===== config.mk =====
export PLATFORM = sky130hd
export DESIGN_NAME = apb_mfifo_top_flat
export DESIGN_NICKNAME = d
export VERILOG_FILES = /design/src/rtl/apb_mfifo_pkg.sv /design/src/rtl/apb_mfifo_if.sv /design/src/rtl/apb_mfifo_chan.sv /design/src/rtl/apb_mfifo_top.sv /design/src/flat_wrapper.sv
export SDC_FILE = /design/constraint.sdc
export NUM_CORES = 1
export LEC_CHECK = 0
export ABC_AREA = 0
export CAP_MARGIN = 20
export CORE_UTILIZATION = 50
export CTS_BUF_LIST = sky130_fd_sc_hd__clkbuf_16
export DETAILED_ROUTE_END_ITERATION = 10
export HOLD_SLACK_MARGIN = 0.03
export PLACE_DENSITY = 0.7
export SETUP_SLACK_MARGIN = 0.5
export SYNTH_ARGS = -nofsm -noshare
export SYNTH_HDL_FRONTEND = slang
export SYNTH_SLANG_ARGS = --single-unit

===== constraint.sdc =====
create_clock -name clk -period 6.2 [get_ports clk]
set_input_delay 0.62 -clock clk [delete_from_list [all_inputs] [get_ports clk]]
set_output_delay 0.62 -clock clk [all_outputs]
set_load 0.02 [all_outputs]

===== src/rtl/apb_mfifo_pkg.sv =====
// Shared definitions for the APB multi-channel FIFO: register offsets and field positions.
package apb_mfifo_pkg;

    typedef enum logic [1:0] {
        REG_DAT  = 2'd0,
        REG_STS  = 2'd1,
        REG_CFG  = 2'd2,
        REG_INTR = 2'd3
    } reg_e;

    localparam int STS_EMPTY    = 0;
    localparam int STS_AE       = 1;
    localparam int STS_AF       = 2;
    localparam int STS_FULL     = 3;
    localparam int STS_CNT      = 8;
    localparam int STS_CLR      = 31;

    localparam int CFG_AF_TH    = 0;
    localparam int CFG_AE_TH    = 8;
    localparam int CFG_DRAIN    = 16;

    localparam int INTR_OVFL    = 0;
    localparam int INTR_UDFL    = 1;
    localparam int INTR_OVFL_EN = 8;
    localparam int INTR_UDFL_EN = 9;

endpackage


===== src/rtl/apb_mfifo_if.sv =====
// APB slave bus bundle for the multi-channel FIFO.
interface apb_mfifo_if #(
    parameter int ADD_W = 8
) ();
    logic [ADD_W-1:0] paddr;
    logic             psel;
    logic             penable;
    logic             pwrite;
    logic [31:0]      pwdata;
    logic             pready;
    logic [31:0]      prdata;
    logic             pslverr;

    modport master (output paddr, psel, penable, pwrite, pwdata,
                    input  pready, prdata, pslverr);
    modport slave  (input  paddr, psel, penable, pwrite, pwdata,
                    output pready, prdata, pslverr);
endinterface


===== src/rtl/apb_mfifo_chan.sv =====
// One FIFO channel: storage, pointers, count/flags, thresholds, sticky interrupts, drain stream.
module apb_mfifo_chan
    import apb_mfifo_pkg::*;
#(
    parameter int DEPTH = 8,
    parameter int DAT_W = 8
) (
    input  logic             clk,
    input  logic             rst_n,
    input  logic             i_sel,
    input  logic             i_wr,
    input  reg_e             i_reg,
    input  logic [31:0]      i_wdata,
    input  logic             i_rdy,
    output logic [31:0]      o_rdata,
    output logic             o_err,
    output logic             o_vld,
    output logic [DAT_W-1:0] o_dat,
    output logic             o_irq
);
    localparam int PTR_W = $clog2(DEPTH);
    localparam int CNT_W = PTR_W + 1;
    localparam logic [CNT_W-1:0] FULL_CNT = CNT_W'(DEPTH);

    logic [DAT_W-1:0] r_mem [DEPTH];
    logic [PTR_W-1:0] r_wptr, r_rptr;
    logic [CNT_W-1:0] r_cnt, r_af_th, r_ae_th;
    logic             r_drain, r_ovfl, r_udfl, r_ovfl_en, r_udfl_en;

    logic w_empty, w_full, w_clr, w_spop, w_push_req, w_pop_req, w_push, w_apb_pop;
    logic w_pop, w_ovfl_ev, w_udfl_ev, w_intr_wr, w_cfg_wr, w_unused_wdata;
    logic [DAT_W-1:0] w_head;

    assign w_empty    = (r_cnt == '0);
    assign w_full     = (r_cnt == FULL_CNT);
    assign w_head     = r_mem[r_rptr];
    assign w_clr      = i_sel && i_wr && (i_reg == REG_STS) && i_wdata[STS_CLR];
    assign w_cfg_wr   = i_sel && i_wr && (i_reg == REG_CFG);
    assign w_intr_wr  = i_sel && i_wr && (i_reg == REG_INTR);
    // Clear suppresses the stream pop; a stream pop frees the slot a full-FIFO push needs.
    assign w_spop     = r_drain && !w_empty && i_rdy && !w_clr;
    assign w_push_req = i_sel && i_wr && (i_reg == REG_DAT);
    assign w_pop_req  = i_sel && !i_wr && (i_reg == REG_DAT);
    assign w_push     = w_push_req && (!w_full || w_spop);
    assign w_apb_pop  = w_pop_req && !r_drain && !w_empty;
    assign w_ovfl_ev  = w_push_req && !w_push;
    assign w_udfl_ev  = w_pop_req && !r_drain && w_empty;
    assign w_pop      = w_apb_pop || w_spop;

    assign o_err  = w_ovfl_ev || w_udfl_ev || (w_pop_req && r_drain);
    assign o_vld  = r_drain && !w_empty;
    assign o_dat  = w_head;
    assign o_irq  = (r_ovfl && r_ovfl_en) || (r_udfl && r_udfl_en);
    assign w_unused_wdata = ^i_wdata;

    // Register read view for the addressed register.
    always_comb begin
        o_rdata = 32'h0;
        case (i_reg)
            REG_DAT:  o_rdata[DAT_W-1:0] = w_apb_pop ? w_head : {DAT_W{1'b0}};
            REG_STS: begin
                o_rdata[STS_EMPTY]         = w_empty;
                o_rdata[STS_AE]            = (r_cnt <= r_ae_th);
                o_rdata[STS_AF]            = (r_cnt >= r_af_th);
                o_rdata[STS_FULL]          = w_full;
                o_rdata[STS_CNT +: CNT_W]  = r_cnt;
            end
            REG_CFG: begin
                o_rdata[CFG_AF_TH +: CNT_W] = r_af_th;
                o_rdata[CFG_AE_TH +: CNT_W] = r_ae_th;
                o_rdata[CFG_DRAIN]          = r_drain;
            end
            REG_INTR: begin
                o_rdata[INTR_OVFL]    = r_ovfl;
                o_rdata[INTR_UDFL]    = r_udfl;
                o_rdata[INTR_OVFL_EN] = r_ovfl_en;
                o_rdata[INTR_UDFL_EN] = r_udfl_en;
            end
            default:  o_rdata = 32'h0;
        endcase
    end

    // Data storage; contents are invalidated through the pointers, so no reset needed.
    always_ff @(posedge clk) begin
        if (w_push) begin
            r_mem[r_wptr] <= i_wdata[DAT_W-1:0];
        end
    end

    // Pointers and occupancy count.
    always_ff @(posedge clk) begin
        if (!rst_n || w_clr) begin
            r_wptr <= '0;
            r_rptr <= '0;
            r_cnt  <= '0;
        end else begin
            if (w_push) r_wptr <= r_wptr + PTR_W'(1);
            if (w_pop)  r_rptr <= r_rptr + PTR_W'(1);
            r_cnt <= r_cnt + CNT_W'(w_push) - CNT_W'(w_pop);
        end
    end

    // Configuration and sticky interrupt state; a hardware event beats a same-cycle W1C.
    always_ff @(posedge clk) begin
        if (!rst_n) begin
            r_af_th   <= FULL_CNT;
            r_ae_th   <= '0;
            r_drain   <= 1'b0;
            r_ovfl    <= 1'b0;
            r_udfl    <= 1'b0;
            r_ovfl_en <= 1'b0;
            r_udfl_en <= 1'b0;
        end else begin
            if (w_cfg_wr) begin
                r_af_th <= i_wdata[CFG_AF_TH +: CNT_W];
                r_ae_th <= i_wdata[CFG_AE_TH +: CNT_W];
                r_drain <= i_wdata[CFG_DRAIN];
            end
            if (w_intr_wr) begin
                r_ovfl_en <= i_wdata[INTR_OVFL_EN];
                r_udfl_en <= i_wdata[INTR_UDFL_EN];
            end
            r_ovfl <= w_ovfl_ev || (r_ovfl && !(w_intr_wr && i_wdata[INTR_OVFL]));
            r_udfl <= w_udfl_ev || (r_udfl && !(w_intr_wr && i_wdata[INTR_UDFL]));
        end
    end

endmodule


===== src/rtl/apb_mfifo_top.sv =====
// APB-mapped multi-channel FIFO: address decode, read mux, error and interrupt aggregation.
module apb_mfifo_top
    import apb_mfifo_pkg::*;
#(
    parameter int NUM_CH    = 4,
    parameter int DEPTH     = 8,
    parameter int DAT_W     = 8,
    parameter int APB_ADD_W = 8,
    parameter int APB_DAT_W = 32
) (
    input  logic                    clk,
    input  logic                    rst_n,
    apb_mfifo_if.slave              apb,
    output logic [NUM_CH-1:0]       out_vld,
    input  logic [NUM_CH-1:0]       out_rdy,
    output logic [NUM_CH*DAT_W-1:0] out_dat,
    output logic                    irq
);
    logic                 w_acc, w_ch_ok, w_err, r_irq, w_unused_addr;
    logic [31:0]          w_ch_idx;
    reg_e                 w_reg;
    logic [NUM_CH-1:0]    w_sel, w_ch_err, w_ch_irq;
    logic [APB_DAT_W-1:0] w_ch_rdata [NUM_CH];
    logic [APB_DAT_W-1:0] w_rdata;

    assign w_acc         = apb.psel && apb.penable;
    assign w_ch_idx      = 32'(apb.paddr[APB_ADD_W-1:4]);
    assign w_ch_ok       = (w_ch_idx < 32'(NUM_CH));
    assign w_reg         = reg_e'(apb.paddr[3:2]);
    assign w_unused_addr = ^apb.paddr[1:0];

    for (genvar c = 0; c < NUM_CH; c++) begin : g_ch
        assign w_sel[c] = w_acc && (w_ch_idx == 32'(c));
        apb_mfifo_chan #(.DEPTH(DEPTH), .DAT_W(DAT_W)) u_chan (
            .clk     (clk),
            .rst_n   (rst_n),
            .i_sel   (w_sel[c]),
            .i_wr    (apb.pwrite),
            .i_reg   (w_reg),
            .i_wdata (apb.pwdata),
            .i_rdy   (out_rdy[c]),
            .o_rdata (w_ch_rdata[c]),
            .o_err   (w_ch_err[c]),
            .o_vld   (out_vld[c]),
            .o_dat   (out_dat[c*DAT_W +: DAT_W]),
            .o_irq   (w_ch_irq[c])
        );
    end

    // One-hot select makes an AND-OR mux sufficient.
    always_comb begin
        w_rdata = '0;
        w_err   = 1'b0;
        for (int c = 0; c < NUM_CH; c++) begin
            w_rdata = w_rdata | (w_ch_rdata[c] & {APB_DAT_W{w_sel[c]}});
            w_err   = w_err | (w_ch_err[c] & w_sel[c]);
        end
    end

    assign apb.pready  = 1'b1;
    assign apb.prdata  = (w_acc && !apb.pwrite) ? w_rdata : '0;
    assign apb.pslverr = w_acc && (!w_ch_ok || w_err);

    // Interrupt line is registered so it lags the sticky bits by one cycle.
    always_ff @(posedge clk) begin
        if (!rst_n) begin
            r_irq <= 1'b0;
        end else begin
            r_irq <= |w_ch_irq;
        end
    end

    assign irq = r_irq;

endmodule


===== src/flat_wrapper.sv =====
// flat-port wrapper written by rule: the top's interface ports become plain ports
module apb_mfifo_top_flat import apb_mfifo_pkg::*;
#(
    parameter int NUM_CH    = 4,
    parameter int DEPTH     = 8,
    parameter int DAT_W     = 8,
    parameter int APB_ADD_W = 8,
    parameter int APB_DAT_W = 32
)
  (clk, rst_n, out_vld, out_rdy, out_dat, irq, apb_paddr, apb_psel, apb_penable, apb_pwrite, apb_pwdata, apb_pready, apb_prdata, apb_pslverr);
  apb_mfifo_if #(.ADD_W((8))) apb_i ();
  input  logic clk;
  input  logic rst_n;
  output logic [NUM_CH-1:0] out_vld;
  input  logic [NUM_CH-1:0] out_rdy;
  output logic [NUM_CH*DAT_W-1:0] out_dat;
  output logic irq;
  input wire logic [$bits(apb_i.paddr)-1:0] apb_paddr;
  input wire logic [$bits(apb_i.psel)-1:0] apb_psel;
  input wire logic [$bits(apb_i.penable)-1:0] apb_penable;
  input wire logic [$bits(apb_i.pwrite)-1:0] apb_pwrite;
  input wire logic [$bits(apb_i.pwdata)-1:0] apb_pwdata;
  output wire logic [$bits(apb_i.pready)-1:0] apb_pready;
  output wire logic [$bits(apb_i.prdata)-1:0] apb_prdata;
  output wire logic [$bits(apb_i.pslverr)-1:0] apb_pslverr;
  assign apb_i.paddr = apb_paddr;
  assign apb_i.psel = apb_psel;
  assign apb_i.penable = apb_penable;
  assign apb_i.pwrite = apb_pwrite;
  assign apb_i.pwdata = apb_pwdata;
  assign apb_pready = apb_i.pready;
  assign apb_prdata = apb_i.prdata;
  assign apb_pslverr = apb_i.pslverr;
  apb_mfifo_top #(.NUM_CH(NUM_CH), .DEPTH(DEPTH), .DAT_W(DAT_W), .APB_ADD_W(APB_ADD_W), .APB_DAT_W(APB_DAT_W)) u_core (.clk(clk), .rst_n(rst_n), .apb(apb_i), .out_vld(out_vld), .out_rdy(out_rdy), .out_dat(out_dat), .irq(irq));
endmodule

==> results of run 1 <==
-- cell usage after synthesis (all sizes together), types with 8 or more instances --
cell type  number  area [um2]
nand2b         22         138
nor2b           8        50.1
mux4           66        1500
dfxtp         105        2100
nor3           18        90.1
nor3b           9        77.6
xnor2           8        70.1
inv            69         259
a22oi          14         105
buf            39         259
nor2          121         464
a21oi          49         249
edfxtp        256        7690
xor2           12         105
mux2           32         360
o21ai          25         125
mux2i          31         310
clkbuf         37         139
ha             70         876
nand2          94         353
nand3          12        60.1
a222oi         13         130
-- worst min-delay path, stage by stage (launching register included) --
cell	delay (ns)
dfxtp_1	0.31
nand2_1	0.05
a21oi_1	0.05
-- path summary, 6_finish.rpt --
path	start	to	slack, ns	cells after the start
worst max-delay path	apb_paddr[5]	apb_prdata[2]	1.58	8
worst min-delay path	u_core.g_ch[0].u_chan.r_af_th[2]$_SDFFE_PN0P_	u_core.g_ch[0].u_chan.r_af_th[2]$_SDFFE_PN0P_	0.45	2
worst max register to register	u_core.g_ch[1].u_chan.r_cnt[2]$_SDFF_PP0_	u_core.g_ch[1].u_chan.r_cnt[2]$_SDFF_PP0_	2.69	12
worst min register to register	u_core.g_ch[0].u_chan.r_af_th[2]$_SDFFE_PN0P_	u_core.g_ch[0].u_chan.r_af_th[2]$_SDFFE_PN0P_	0.45	2
-- flip-flops by register name (all words and copies together) (netlist names), named ones only --
register and count:
u_core.g_ch.u_chan.r_rptr 12, u_core.g_ch.u_chan.r_wptr 12, u_core.g_ch.u_chan.r_udfl 4, u_core.g_ch.u_chan.r_ovfl_en 4
u_core.g_ch.u_chan.r_cnt 16, u_core.irq 1, u_core.g_ch.u_chan.r_mem 256, u_core.g_ch.u_chan.r_udfl_en 4
u_core.g_ch.u_chan.r_drain 4, u_core.g_ch.u_chan.r_ae_th 16, u_core.g_ch.u_chan.r_af_th 16, u_core.g_ch.u_chan.r_ovfl 4
-- cell type report --
cell class,instances,area [um2],area share (%)
Antenna cell,1,2.50,0.0133
Inverter,69,259,1.37
Multi-Input combinational cell,715,5920,31.4
Clock buffer,40,1000,5.31
Sequential cell,361,9790,51.9
Clock inverter,32,310,1.65
Timing Repair Buffer,102,1030,5.47
Tap cell,435,544,2.89
-- per-layer routing --
layer,vias to the layer above,share of wire [%]
li1,4629,-
met1,5038,44
met2,450,46
met3,61,8.0
met4,2,1.9
met5,-,0.033
-- through the flow --
stage	total power [W]	cells
2_1_floorplan	0.00270	1221
3_3_place_gp	0.00276	1678
3_5_place_dp	0.00276	1678
4_1_cts	0.00510	1750
5_1_grt	0.00522	1754
6_report	0.00508	1755
-- logic make-up after synthesis --
kind of cell,share of synthesized area [%]
AOI/OAI and AO/OA,6.38
xor gates and xnor gates,1.07
adders and majority gates,5.86
buffers and inverters,4.03
DFF,60.0
muxes,13.3
other,0.0461
and+or+nand+nor,9.24
-- power groups by stage --
stage	registers [W]	logic (W)	clock network (W)
floorplan	0.00263	0.0000638	0
global placement	0.00263	0.000127	0
detailed placement	0.00263	0.000129	0
finish	0.00258	0.000139	0.00236
global route	0.00258	0.000148	0.00249
CTS	0.00258	0.000129	0.00239
==> impl_metrics.csv, run 1 <==
group,metric,value,unit
placed_design,portBuffers,79,
layout,drive_gt1_share,13.7,%
power_and_ir_drop,switching_share,20.5,%
layout,layout_common_cells,"edfxtp_1 (256), nor2_1 (119), dfxtp_1 (105)",
floorplan,io_pins,120,
power_and_ir_drop,p_sw,0.00104,W
layout,design_area,18900,um2
floorplan,dieHeight,183,um
min_path,hold_path_class,"register to register",
detailed_routing,drt_pass1_iterations,9,
run,drv_cap,0,
clocking,cts.sinks,361,
yosys,ys.flop_type,"edfxtp_1",
clocking,clk_path_buf_depth,3,
yosys,syn_area,16300,um2
power_and_ir_drop,leakagePower,6.28,nW
setup_path,cp_cell_sequence,"clkdlybuf4s50_1 -> or3b_1 -> nor4_4 -> a22oi_1 -> a21oi_1 -> a211oi_1 -> a31oi_1 -> clkdlybuf4s50_1",
yosys,synth_area_per_cell,13.6,um2
grt,grt_pass1_wl,59.4,mm
power_and_ir_drop,clockPowerShare,46.5,%
setup_path,path_class,"primary input to output port",
setup_path,slowest_delay,0.88,ns
power_and_ir_drop,seq_power_share,50.8,%
timing,hold_viol,0,
timing,finalCritPeriodShare,74.6,%
yosys,async_flop_share,0,%
layout,n_fill_cell,2465,
detailed_routing,routed_wirelength,39.1,mm
yosys,ys_ff_latch,361,
floorplan,start_util,51.3,%
setup_path,cp_slowest_cell,"clkdlybuf4s50_1",
yosys,yosys.cell_types.count,67,
setup_path,start_kind,"primary input",
power_and_ir_drop,power.density,269,nW/um2
placed_design,routabilityCongestion,0.944,
yosys,ys_seq_area_share,60.0,%
layout,fin_util,59.3,%
yosys,postSynthCellCount,1203,
detailed_routing,routedWlPerCell,22.3,um
grt,grtUsageTotal,23.9,%
grt,top_usage_layer,"met2",
layout,layout_commonest_cell,"edfxtp_1",
clocking,cts_tree,"built",
grt,grt_overflow_total,0,
setup_path,critPathCaptureType,"output port",
grt,antenna_found_initial,2,
placed_design,hpwl,25.8,mm
grt,met2_usage,37.0,%
outcome,status,"complete, no violations",
detailed_routing,via_count,10200,
timing,period_minus_slack,4.62,ns
clocking,cts.hold.buffers_added,0,
timing,rsz0062_at_grt,"false",
clocking,cts_setup_buffers,0,
setup_path,crit_required,5.58,ns
timing,relSlewSlack,24.5,%
yosys,synth_edf_count,256,
clocking,root_buffer,"clkbuf_16",
timing,whs,0.454,ns
power_and_ir_drop,irDropWorstVdd,0.000246,V
timing,layout_setup_ws,1.58,ns
detailed_routing,postRouteAntennaNets,0,
floorplan,die_x,183,um
layout,area_growth,15.7,%
setup_path,worst-path-buf-inv,2,
detailed_routing,drt_iter0_drc,1435,
clocking,cts_resized,0,
grt,grt_max_degree,41,
detailed_routing,drt-vias-per-instance,5.80,
clocking,clk_latency,0.53,ns
detailed_routing,drc,0,
grt,grt_pass1_vias,9942,
timing,drv_slew,0,
timing,max_freq,216,MHz
clocking,cts_inserted_buffers,39,
power_and_ir_drop,intPower,0.00404,W
layout,nets,1411,
clocking,cts.htree.levels,2,
setup_path,cp_common_cell,"clkdlybuf4s50_1",
grt,grt_use_met3,5.43,%
clocking,clk_pin_slew_worst_paths,0.06,ns
setup_path,cp.arrival,4.00,ns
timing,setup_violations,0,
setup_path,cp_max_fo,16,
grt,grtUsageMet1,34.0,%
yosys,yosys_warnings,0,
setup_path,path_delay_family,"buffers and inverters",
placed_design,placed_cell_area,17500,um2
floorplan,fp-row-count,65,
timing,worst_slew_pin_slew,1.13,ns
timing,totalNegativeSetupSlack,0,ns
floorplan,coreArea,31800,um2
floorplan,dieArea,33300,um2
placed_design,dp_worst_setup_slack,1.65,ns
timing,fin_skew,0.0182,ns
power_and_ir_drop,combPwrFrac,2.7,%
No activity file was read; power rests on OpenSTA's default activity.
==> run 2, diff against run 1 <==
==> constraint.sdc (replaced) <==
create_clock -name clk -period 4.33 [get_ports clk]
set_input_delay 0.433 -clock clk [delete_from_list [all_inputs] [get_ports clk]]
set_output_delay 0.433 -clock clk [all_outputs]
set_load 0.02 [all_outputs]
==> impl_metrics.csv, run 2 (synthesis gave the netlist of run 1 again) <==
group,metric,value,unit
outcome,status,"complete, no violations",
min_path,hold_end,"u_core.g_ch[0].u_chan.r_ae_th[2]$_SDFFE_PN0P_",
layout,diodes,0,
clocking,cts.hold.buffers_added,0,
clocking,cts_inserted_buffers,38,
layout,top_register,"u_core.g_ch.u_chan.r_mem",
floorplan,die_x,183,um
placed_design,hpwl,27.1,mm
grt,grt_overflow_total,0,
power_and_ir_drop,p_total,0.00693,W
setup_path,cp_slowest_cell,"clkdlybuf4s50_1",
layout,largest_reg_flops,256,
layout,drive_gt1_share,17.3,%
power_and_ir_drop,switching_share,20.9,%
setup_path,start_kind,"register",
timing,totalNegativeSetupSlack,0,ns
grt,grtUsageTotal,24.1,%
placed_design,dp_worst_setup_slack,0.409,ns
timing,rsz0062_at_grt,"true",
layout,n_fill_cell,2517,
detailed_routing,drt_iter0_drc,940,
power_and_ir_drop,p_sw,0.00145,W
placed_design,routabilityCongestion,0.981,
detailed_routing,drc,0,
layout,layout_commonest_cell,"edfxtp_1",
setup_path,path_class,"register to output port",
timing,hold_viol,0,
floorplan,coreArea,31800,um2
clocking,cts_tree,"built",
layout,layout_common_cells,"edfxtp_1 (256), nor2_1 (119), dfxtp_1 (104)",
grt,grt_pass1_wl,60.0,mm
clocking,clk_path_buf_depth,3,
layout,area_growth,17.6,%
clocking,cts.sinks,361,
min_path,min_path_cells,2,
floorplan,dieArea,33300,um2
setup_path,slowest_delay,0.61,ns
grt,grt_max_degree,41,
floorplan,dieHeight,183,um
clocking,clk_pin_slew_worst_paths,0.06,ns
timing,relSlewSlack,35.1,%
power_and_ir_drop,irDropWorstVdd,0.000444,V
setup_path,worst-path-buf-inv,2,
detailed_routing,via_count,10400,
clocking,cts_setup_buffers,0,
detailed_routing,postRouteAntennaNets,0,
min_path,hold_path_class,"register to register",
grt,antenna_found_initial,0,
setup_path,cp.arrival,3.41,ns
floorplan,start_util,51.3,%
setup_path,rrSetupSlack,1.22,ns
floorplan,fp-row-count,65,
setup_path,cp_cell_sequence,"inv_1 -> ha_1 -> or3b_1 -> and4_2 -> nand2_1 -> a221oi_1 -> o21bai_1 -> o31a_1 -> clkdlybuf4s50_1",
detailed_routing,routed_wirelength,39.4,mm
layout,nets,1467,
setup_path,critPathCaptureType,"output port",
timing,finalCritPeriodShare,88.7,%
detailed_routing,drt-vias-per-instance,5.76,
timing,setup_violations,0,
setup_path,cp_max_fo,9,
timing,max_freq,260,MHz
timing,drv_slew,0,
clocking,root_buffer,"clkbuf_16",
detailed_routing,drt_pass1_iterations,9,
power_and_ir_drop,combPwrFrac,3.0,%
setup_path,reg2regPathDepth,13,
timing,period_minus_slack,3.84,ns
setup_path,path_delay_family,"compound AO/OA/AOI/OAI gates",
clocking,clk_latency,0.53,ns
run,drv_cap,0,
setup_path,crit_required,3.90,ns
timing,layout_setup_ws,0.488,ns
min_path,hold_start,"u_core.g_ch[0].u_chan.r_ae_th[2]$_SDFFE_PN0P_",
clocking,cts.htree.levels,2,
power_and_ir_drop,seq_power_share,53.3,%
placed_design,portBuffers,79,
timing,fin_skew,0.0118,ns
power_and_ir_drop,leakagePower,6.56,nW
power_and_ir_drop,clockPowerShare,43.7,%
floorplan,io_pins,120,
setup_path,worstReg2RegStart,"u_core.g_ch[3].u_chan.r_cnt[2]$_SDFF_PP0_",
detailed_routing,routedWlPerCell,21.8,um
grt,grt_pass1_vias,10100,
power_and_ir_drop,power.density,361,nW/um2
timing,worst_slew_pin_slew,0.970,ns
power_and_ir_drop,intPower,0.00548,W
setup_path,r2r_end,"u_core.g_ch[3].u_chan.r_cnt[2]$_SDFF_PP0_",
[run 2: cell types whose count changed in the layout (fill, tap and decap cells not counted), sizes merged, moves of 2 or more]
| cell | change |
|---|---|
| bufinv | -4 |
| dlymetal6s2s | +2 |
| clkdlybuf4s50 | -3 |
| clkbuf | -2 |
| buf | +57 |
| inv | +4 |
[run 2: worst max-delay path by stage]
stage | startpoint | endpoint | slack, ns | cells past startpoint
6_report | u_core.g_ch[3].u_chan.r_cnt[2]$_SDFF_PP0_ | apb_prdata[1] | 0.49 | 9
5_1_grt | u_core.g_ch[3].u_chan.r_cnt[2]$_SDFF_PP0_ | apb_prdata[1] | 0.35 | 9
4_1_cts | u_core.g_ch[3].u_chan.r_cnt[2]$_SDFF_PP0_ | apb_prdata[1] | 0.46 | 9
3_5_place_dp | apb_paddr[2] | apb_prdata[1] | 0.41 | 10
3_3_place_gp | apb_paddr[3] | u_core.g_ch[2].u_chan.r_cnt[2]$_SDFF_PP0_ | 0.48 | 15
2_1_floorplan | apb_paddr[3] | u_core.g_ch[2].u_chan.r_cnt[2]$_SDFF_PP0_ | 1.33 | 13
[run 2: power groups by stage]
stage	Clock, W	Combinational, W	Sequential (W)
after detailed placement	0	0.000191	0.00377
after global placement	0	0.000189	0.00377
after global routing	0.00321	0.000222	0.00369
after CTS	0.00309	0.000192	0.00369
after floorplan	0	0.0000913	0.00377
final	0.00303	0.000208	0.00369
[run 2: final cells by class]
cell class | count | area [um2] | area share [%]
timing repair buffer | 159 | 1480 | 7.73
sequential | 361 | 9790 | 51.0
clock buffer | 38 | 951 | 4.96
tap | 435 | 544 | 2.84
clock inverter | 31 | 213 | 1.11
inverter | 69 | 259 | 1.35
multi-input combinational | 715 | 5940 | 31.0
[run 2: worst register-to-register path, delay by kind of cell (launching register included)]
family | cells | cell delay (ns)
xor gates and xnor gates | 1 | 0.14
and+or+nand+nor | 3 | 0.85
DFF | 1 | 0.35
adders and majority gates | 4 | 1.07
buffers and inverters | 4 | 0.33
AOI/OAI and AO/OA | 1 | 0.27
[run 2: routing by layer]
metal | track usage (%) | vias up | part of all wire [%]
li1 | - | 4735 | -
met1 | 35.0 | 5134 | 44
met4 | 8.07 | 0 | 2.9
met2 | 37.2 | 473 | 46
met3 | 3.71 | 67 | 7.4
met5 | 0 | - | 0
[run 2: timing repair]
item | 4_1_cts | 5_1_grt
resized for setup | 4 | 6
endpoints found under the hold margin | 0 | 0
endpoints found under the setup margin | 8 | 4
[run 2: stage by stage]
stage                     instance area, um2  hold slack [ns]  util, %  instances
after floorplan                        16400            0.436        -       1221
after global placement                 17900            0.444     56.2       1734
after detailed placement               17900            0.449     56.2       1734
after CTS                              19000            0.457     59.9       1803
after global routing                   19200            0.468     60.3       1808
final                                  19200            0.455     60.3       1808
==> run 3, diff against run 2 <==
--- a/config.mk
+++ b/config.mk
@@ -13,6 +13,7 @@
 export HOLD_SLACK_MARGIN = 0.03
 export PLACE_DENSITY = 0.7
 export SETUP_SLACK_MARGIN = 0.5
+export SLEW_MARGIN = 20
 export SYNTH_ARGS = -nofsm -noshare
 export SYNTH_HDL_FRONTEND = slang
 export SYNTH_SLANG_ARGS = --single-unit
==> impl_metrics.csv, run 3 (synthesis gave the netlist of run 1 again) <==
group,metric,value,unit
outcome,status,"complete, no violations",
grt,grt_pass1_vias,10100,
timing,totalNegativeSetupSlack,0,ns
layout,layout_commonest_cell,"edfxtp_1",
layout,area_growth,16.9,%
grt,grt_max_degree,41,
timing,period_minus_slack,3.84,ns
min_path,hold_path_class,"primary input to register",
setup_path,critPathCaptureType,"output port",
clocking,cts_tree,"built",
power_and_ir_drop,irDropWorstVdd,0.000446,V
timing,finalCritPeriodShare,88.7,%
detailed_routing,routed_wirelength,39.3,mm
placed_design,hpwl,27.1,mm
grt,grtUsageTotal,24.1,%
layout,nets,1463,
clocking,cts_inserted_buffers,38,
timing,hold_viol,0,
layout,design_area,19100,um2
clocking,root_buffer,"clkbuf_16",
layout,top_register,"u_core.g_ch.u_chan.r_mem",
detailed_routing,routedWlPerCell,21.8,um
setup_path,start_kind,"register",
floorplan,dieHeight,183,um
timing,max_freq,260,MHz
grt,grt_pass1_wl,60.0,mm
layout,drive_gt1_share,17.4,%
detailed_routing,via_count,10400,
timing,drv_slew,0,
floorplan,dieArea,33300,um2
power_and_ir_drop,leakagePower,6.51,nW
floorplan,fp-row-count,65,
power_and_ir_drop,power.density,363,nW/um2
layout,layout_common_cells,"edfxtp_1 (256), nor2_1 (119), dfxtp_1 (104)",
floorplan,die_x,183,um
detailed_routing,drt_iter0_drc,1003,
timing,fin_skew,0.0122,ns
timing,rsz0062_at_grt,"true",
setup_path,crit_required,3.90,ns
timing,whs,0.431,ns
layout,n_fill_cell,2524,
setup_path,path_class,"register to output port",
detailed_routing,postRouteAntennaNets,0,
layout,diodes,0,
clocking,clk_pin_slew_worst_paths,0.06,ns
placed_design,portBuffers,79,
clocking,clk_latency,0.53,ns
placed_design,routabilityCongestion,0.981,
grt,antenna_found_initial,0,
power_and_ir_drop,p_total,0.00692,W
detailed_routing,drt_pass1_iterations,8,
layout,largest_reg_flops,256,
floorplan,io_pins,120,
timing,worst_slew_pin_slew,0.962,ns
placed_design,placed_cell_area,17900,um2
setup_path,cp_max_fo,9,
detailed_routing,drc,0,
clocking,cts.sinks,361,
detailed_routing,drt-vias-per-instance,5.75,
clocking,clk_path_buf_depth,3,
timing,setup_violations,0,
floorplan,coreArea,31800,um2
run,drv_cap,0,
clocking,cts.htree.levels,2,
timing,relSlewSlack,35.6,%
floorplan,start_util,51.3,%
grt,grt_overflow_total,0,
setup_path,cp.arrival,3.41,ns
## run 3: final timing paths
check / start / end / slack [ns] / cells past startpoint
min: apb_pwdata[4] / u_core.g_ch[3].u_chan.r_mem[4][4]$_DFFE_PP_ / 0.43 / 1
min reg2reg: u_core.g_ch[0].u_chan.r_ae_th[2]$_SDFFE_PN0P_ / u_core.g_ch[0].u_chan.r_ae_th[2]$_SDFFE_PN0P_ / 0.46 / 2
max reg2reg: u_core.g_ch[3].u_chan.r_cnt[2]$_SDFF_PP0_ / u_core.g_ch[3].u_chan.r_cnt[2]$_SDFF_PP0_ / 1.21 / 13
max: u_core.g_ch[3].u_chan.r_cnt[2]$_SDFF_PP0_ / apb_prdata[1] / 0.49 / 9
## run 3: stage by stage
stage	setup WS [ns]	std cells	utilization (%)
floorplan	1.33	1221	-
global placement	0.479	1734	56.2
detailed placement	0.409	1734	56.2
CTS	0.464	1803	59.9
global route	0.348	1804	59.9
finish	0.490	1804	59.9
## run 3: final cells by class
class	instances	area (um2)	area share, %
flip-flops and latches	361	9790	51.4
multi-input cells	715	5940	31.2
repair buffers	155	1370	7.16
clock buffers	38	951	4.99
well taps	435	544	2.86
inverters	69	259	1.36
clock inverters	31	213	1.12
## run 3: where the power goes
| group | internal, W | switching (W) | total [W] |
|---|---|---|---|
| Sequential | 0.00369 | 0.000000915 | 0.00369 |
| Clock | 0.00173 | 0.00130 | 0.00303 |
| Combinational | 0.0000542 | 0.000142 | 0.000196 |
| Total | 0.00547 | 0.00144 | 0.00692 |
## run 3: worst max-delay path, cell delays in order (launching register included)
cell and delay [ns]:
dfxtp_1 0.40, inv_1 0.10, ha_1 0.23, or3b_1 0.25, and4_2 0.41, nand2_1 0.11, a221oi_1 0.41, o21bai_1 0.18
o31a_1 0.18, clkdlybuf4s50_1 0.61
## run 3: repair_timing
item                                    4_1_cts  5_1_grt
buffers inserted                              0        0
gates resized for setup                       4        6
hold buffers                                  0        0
endpoints found under the setup margin        8        4
## run 3: metal layers
layer	vias to the layer above	share of wire [%]	GRT usage (%)	wire length, um
li1	4730	-	-	-
met1	5132	44	35.0	17400
met2	441	46	37.2	17900
met3	72	7.2	3.71	2840
met4	0	3.0	8.07	1160
met5	-	0	0	0
